$ cat config.mk
export PLATFORM = sky130hd
export DESIGN_NAME = reg_wr_queue_flat
export DESIGN_NICKNAME = d
export VERILOG_FILES = /design/src/rtl/reg_wr_if.sv /design/src/rtl/reg_wr_queue.sv /design/src/flat_wrapper.sv
export SDC_FILE = /design/constraint.sdc
export NUM_CORES = 1
export LEC_CHECK = 0
export ABC_AREA = 1
export CORE_ASPECT_RATIO = 1.25
export CORE_MARGIN = 10
export CORE_UTILIZATION = 45
export DETAILED_ROUTE_END_ITERATION = 6
export DONT_BUFFER_PORTS = 1
export PLACE_DENSITY = 0.62
export RECOVER_POWER = 25
export REMOVE_ABC_BUFFERS = 1
export SLEW_MARGIN = 20
export SYNTH_ARGS = -nofsm -noshare
export SYNTH_HDL_FRONTEND = slang
export SYNTH_SLANG_ARGS = --single-unit
$ cat constraint.sdc
create_clock -name clk -period 3.5 [get_ports clk]
set_input_delay 0.525 -clock clk [delete_from_list [all_inputs] [get_ports clk]]
set_output_delay 0.525 -clock clk [all_outputs]
set_load 0.01 [all_outputs]
$ cat src/rtl/reg_wr_if.sv
// Register-bus write port plus downstream write-request channel of reg_wr_queue.
// Downstream handshake: m_valid/m_addr/m_data hold steady until the edge where
// m_valid and m_ready are both high; that edge transfers exactly one entry, and
// m_valid never depends on m_ready.
interface reg_wr_if;
  logic        write;
  logic [7:0]  address;
  logic [15:0] data_in;
  logic [15:0] data_out;
  logic        m_valid;
  logic        m_ready;
  logic [7:0]  m_addr;
  logic [15:0] m_data;
  logic        full;
  logic        empty;

  // Queue side.
  modport slave (
    input  write, address, data_in, m_ready,
    output data_out, m_valid, m_addr, m_data, full, empty
  );

  // Bus master / downstream consumer side.
  modport master (
    output write, address, data_in, m_ready,
    input  data_out, m_valid, m_addr, m_data, full, empty
  );
endinterface

$ cat src/rtl/reg_wr_queue.sv
// Queues register-bus writes and replays them in order on a downstream
// valid/ready channel. Address 8'hFF is a control register: writing bit 0 high
// clears the sticky overflow flag. Status is readable on data_out.
module reg_wr_queue #(
  parameter int DEPTH = 8
) (
  input  logic      clk,
  input  logic      rst,
  reg_wr_if.slave   bus
);

  localparam int         AW      = (DEPTH > 1) ? $clog2(DEPTH) : 1;
  localparam logic [4:0] DEPTH_C = 5'(DEPTH);
  localparam logic [7:0] CTRL_ADDR = 8'hFF;

  logic [23:0]   mem [DEPTH];
  logic [AW-1:0] wr_ptr, rd_ptr;
  logic [AW-1:0] wr_ptr_next, rd_ptr_next;
  logic [4:0]    count, count_next;
  logic          overflow, overflow_next;
  logic [23:0]   head_q, head_next;
  logic [15:0]   status_q, status_next;

  logic          full_i, empty_i;
  logic          pop, push_req, push_ok, drop, ctrl_clr;

  assign full_i  = (count == DEPTH_C);
  assign empty_i = (count == 5'd0);

  assign bus.full     = full_i;
  assign bus.empty    = empty_i;
  assign bus.m_valid  = !empty_i;
  assign bus.m_addr   = head_q[23:16];
  assign bus.m_data   = head_q[15:0];
  assign bus.data_out = status_q;

  // Decode this edge's push/pop/control events and the resulting next state.
  always_comb begin
    pop           = !empty_i && bus.m_ready;
    push_req      = bus.write && (bus.address != CTRL_ADDR);
    ctrl_clr      = bus.write && (bus.address == CTRL_ADDR) && bus.data_in[0];
    // A full queue still takes a push when the head leaves on the same edge.
    push_ok       = push_req && (!full_i || pop);
    drop          = push_req && full_i && !pop;

    wr_ptr_next   = push_ok ? wr_ptr + 1'b1 : wr_ptr;
    rd_ptr_next   = pop ? rd_ptr + 1'b1 : rd_ptr;

    count_next    = count;
    case ({push_ok, pop})
      2'b10:   count_next = count + 5'd1;
      2'b01:   count_next = count - 5'd1;
      default: count_next = count;
    endcase

    // A drop on the same edge as a clear leaves the flag set.
    overflow_next = overflow;
    if (ctrl_clr) overflow_next = 1'b0;
    if (drop)     overflow_next = 1'b1;

    // Next head: the entry being written this edge if it lands in the head
    // slot (queue empty, or last entry popping), otherwise from storage.
    head_next = head_q;
    if (count_next != 5'd0) begin
      if (push_ok && (rd_ptr_next == wr_ptr))
        head_next = {bus.address, bus.data_in};
      else
        head_next = mem[rd_ptr_next];
    end

    status_next = {overflow_next,
                   (count_next == DEPTH_C),
                   (count_next == 5'd0),
                   8'h00,
                   count_next};
  end

  // Entry storage; contents are don't-care after reset.
  always_ff @(posedge clk) begin
    if (push_ok) mem[wr_ptr] <= {bus.address, bus.data_in};
  end

  // Pointers, occupancy, flags, head and status registers.
  always_ff @(posedge clk or posedge rst) begin
    if (rst) begin
      wr_ptr   <= '0;
      rd_ptr   <= '0;
      count    <= 5'd0;
      overflow <= 1'b0;
      head_q   <= 24'h0;
      status_q <= 16'h2000;
    end else begin
      wr_ptr   <= wr_ptr_next;
      rd_ptr   <= rd_ptr_next;
      count    <= count_next;
      overflow <= overflow_next;
      head_q   <= head_next;
      status_q <= status_next;
    end
  end

endmodule

$ cat src/flat_wrapper.sv
// flat-port wrapper written by rule: the top's interface ports become plain ports
module reg_wr_queue_flat 
#(
  parameter int DEPTH = 8
)
  (clk, rst, bus_write, bus_address, bus_data_in, bus_m_ready, bus_data_out, bus_m_valid, bus_m_addr, bus_m_data, bus_full, bus_empty);
  reg_wr_if bus_i ();
  input  logic clk;
  input  logic rst;
  input wire logic [$bits(bus_i.write)-1:0] bus_write;
  input wire logic [$bits(bus_i.address)-1:0] bus_address;
  input wire logic [$bits(bus_i.data_in)-1:0] bus_data_in;
  input wire logic [$bits(bus_i.m_ready)-1:0] bus_m_ready;
  output wire logic [$bits(bus_i.data_out)-1:0] bus_data_out;
  output wire logic [$bits(bus_i.m_valid)-1:0] bus_m_valid;
  output wire logic [$bits(bus_i.m_addr)-1:0] bus_m_addr;
  output wire logic [$bits(bus_i.m_data)-1:0] bus_m_data;
  output wire logic [$bits(bus_i.full)-1:0] bus_full;
  output wire logic [$bits(bus_i.empty)-1:0] bus_empty;
  assign bus_i.write = bus_write;
  assign bus_i.address = bus_address;
  assign bus_i.data_in = bus_data_in;
  assign bus_i.m_ready = bus_m_ready;
  assign bus_data_out = bus_i.data_out;
  assign bus_m_valid = bus_i.m_valid;
  assign bus_m_addr = bus_i.m_addr;
  assign bus_m_data = bus_i.m_data;
  assign bus_full = bus_i.full;
  assign bus_empty = bus_i.empty;
  reg_wr_queue #(.DEPTH(DEPTH)) u_core (.clk(clk), .rst(rst), .bus(bus_i));
endmodule
==> results of run 1 <==
## through the flow
stage / cell area [sq um] / instances / hold slack [ns] / worst slack, ns / utilization [%]
after detailed placement: 11200 / 1366 / 0.552 / 0.397 / 47.1
after global routing: 11900 / 1410 / 0.0806 / 0.0750 / 50.3
after floorplan: 10500 / 1012 / 0.507 / 0.335 / -
after global placement: 11200 / 1366 / 0.553 / 0.489 / 47.1
after CTS: 11900 / 1410 / 0.0835 / 0.292 / 50.3
final: 11900 / 1410 / 0.0773 / 0.284 / 50.3
## per-layer routing
layer	global-route usage (%)	wire, microns	share of wire (%)	vias up
met2	31.7	14500	51	264
li1	-	-	-	3597
met4	5.72	682	2.4	0
met1	22.0	11400	40	3777
met3	3.59	2010	7.0	40
met5	0	0	0	-
## Yosys cell counts (all sizes together) (3+ instances only)
| cell type | n | area share (%) |
|---|---|---|
| nand2 | 170 | 6.4 |
| edfxtp | 192 | 53 |
| dfrtp | 37 | 8.5 |
| nand3b | 26 | 1.8 |
| ha | 5 | 0.58 |
| buf | 54 | 3.0 |
| nand4 | 27 | 1.7 |
| inv | 189 | 6.6 |
| xor2 | 3 | 0.24 |
| o21ai | 4 | 0.18 |
| nor2 | 17 | 0.97 |
| a21oi | 3 | 0.17 |
| clkbuf | 18 | 0.70 |
| nand3 | 326 | 15 |
## worst reg2reg max path: stages, from the launching register on
cell and delay (ns):
dfrtp_1 0.49, nor2_4 0.20, nand3_4 0.16, nand2_4 0.19
inv_4 0.08, nand2_8 0.08, inv_1 0.09, ha_1 0.35
nand3_1 0.09, nand2_1 0.09, nand4_1 0.11, nand2_1 0.11
nand2_1 0.05, nand2_1 0.06, nand2_2 0.08, nor2_4 0.29
nand2_4 0.28, nand2_1 0.20, nand2_1 0.09
## kinds of logic (layout without fill, tap and decap cells)
logic type                 Yosys count  count (layout)  share of synthesized area, %
AOI/OAI and AO/OA                    7               7                         0.357
adders and majority gates            6               6                         0.761
xor gates and xnor gates             5               5                         0.404
other                                1               8                        0.0345
DFF                                230             230                          61.9
and+or+nand+nor                    567             567                          26.3
buffers and inverters              261             262                          10.2
## registers in the layout (all words and copies together) (netlist names)
name / flops
u_core.mem: 192
u_core.head_q: 24
u_core.bus.data_out: 4
u_core.count: 4
u_core.rd_ptr: 3
u_core.wr_ptr: 3
## report_power, final
group          leakage, nW  total (mW)  switching (mW)  internal [mW]
Combinational         2.60        3.55            2.51           1.05
Clock                0.366        2.46            1.04           1.42
Sequential            2.19        3.96           0.409           3.55
Total                 5.16        9.97            3.96           6.01
## worst paths after layout
kind	startpoint	to	cells after the start
worst max-delay path	u_core.count[1]	u_core.head_q[17]	18
worst min-delay path	rst	u_core.rd_ptr[1]	1
worst max register to register	u_core.count[1]	u_core.head_q[17]	18
worst min register to register	u_core.wr_ptr[0]	u_core.wr_ptr[0]	1
max in group asynchronous	rst	u_core.head_q[18]	1
min in group clk	bus_address[4]	u_core.mem[3][20]	0
## final cells by class
type	instances	area [sq um]	area share, %
clock inverters	12	83.8	0.702
multi-input cells	593	3100	25.9
inverters	189	712	5.96
well taps	325	407	3.40
flip-flops and latches	230	6720	56.2
repair buffers	29	255	2.14
clock buffers	32	672	5.63
==> impl_metrics.tcl, run 1 <==
set metrics [dict create \
    cp_max_fo 25 \
    syn2layout_area_growth_pct 10.0 \
    peakVddDrop_v 0.000496 \
    fmax_mhz 311 \
    rsz0062_at_grt "false" \
    route.detailed.drc 0 \
    crit_buf_inv 2 \
    path_delay_family "simple AND/OR/NAND/NOR gates" \
    cts.repair.resized 0 \
    slew_viol_final 0 \
    slowest_stage "dfrtp_1" \
    grtUsageTotal_pct 18.1 \
    synth_cell_types 37 \
    vias_per_cell 5.45 \
    worstMarginPinSlew_ns 0.923 \
    relSlewSlack_pct 38.4 \
    grt_pass1_vias 7422 \
    synth_warnings 0 \
    timing.final.crit_share_pct 91.9 \
    clock_skew_ns 0.0165 \
    grt_overflow_total 0 \
    fill_cells 2151 \
    first_iter_violations 726 \
    syn_area_sq_mm 0.0109 \
    ys_seq_elements 230 \
    htree_num_levels 1 \
    p_per_area_mw_per_mm2 835 \
    start_kind "flop" \
    cts_tree "yes" \
    io_pins 71 \
    worstPathArrival_ns 3.61 \
    postRouteAntennaNets 0 \
    row_count 63 \
    synth-edff-count 192 \
    syn_inst 1077 \
    cap_violations 0 \
    dp_hpwl_microns 16600 \
    clkSlewWorstSetupHoldPaths_ns 0.06 \
    dieArea_sq_mm 0.0308 \
    synthArstFlopShare_pct 16.5 \
    numCtsBuffers 24 \
    setup_viol 0 \
    route.vias.total 7678 \
    cp-end-kind "flop" \
    port_buffers 0 \
    hold_path.class "in -> async" \
    ys_seq_area_share_pct 61.9 \
    min_period_ns 3.22 \
    gp_congestion 0.854 \
    required_ns 3.89 \
    die_w_microns 159 \
    final_common_cell "nand3_1" \
    clk_path_buf_depth 3 \
    crit_path_frequent_cell "nand2_1" \
    power_mw 9.97 \
    cts_setup_buffers 0 \
    grt_antenna_before_repair 0 \
    syn-mean-instance-area_sq_um 10.1 \
    insertedDiodeCount 0 \
    setup_tns_ns 0 \
    leakage_nw 5.16 \
    path_cells "nor2_4 -> nand3_4 -> nand2_4 -> inv_4 -> nand2_8 -> inv_1 -> ha_1 -> nand3_1 -> nand2_1 -> nand4_1 -> nand2_1 -> nand2_1 -> nand2_1 -> nand2_2 -> nor2_4 -> nand2_4 -> nand2_1 -> nand2_1" \
    slowest_delay_ns 0.49 \
    finalHoldViolations 0 \
    firstDrtPassIters 5 \
    grt_max_degree 65 \
    start_util_pct 45.7 \
    cts_hold_buf 0 \
    final_cell_mix "nand3_1, edfxtp_1, inv_1, nand2_1, dfrtp_1" \
    clk_latency_ns 0.52 \
    nets 1101 \
    r2r_setup_slack_ns 0.28 \
    drt-total-wl_microns 28600 \
    layout-drive-gt1-share_pct 9.77 \
    fp.dieH_microns 194 \
    synth_flop_cell "edfxtp_1" \
    coreArea_sq_mm 0.0237 \
    wl_per_cell_microns 20.3 \
    status "finished clean" \
    grt_pass1_wl_microns 44600 \
    clock_sinks 230 \
    cts_root_buffer "clkbuf_16" \
    path_class "reg -> reg" \
]
Note: power is estimated with default switching activity, not from simulation.
==> run 2: changes to the inputs <==
--- a/config.mk
+++ b/config.mk
@@ -14,6 +14,7 @@
 export PLACE_DENSITY = 0.62
 export RECOVER_POWER = 25
 export REMOVE_ABC_BUFFERS = 1
+export SKIP_CTS_REPAIR_TIMING = 1
 export SLEW_MARGIN = 20
 export SYNTH_ARGS = -nofsm -noshare
 export SYNTH_HDL_FRONTEND = slang
==> results of run 2 <==
No change in the layout: final DEF, timing and power equal those of run 1.
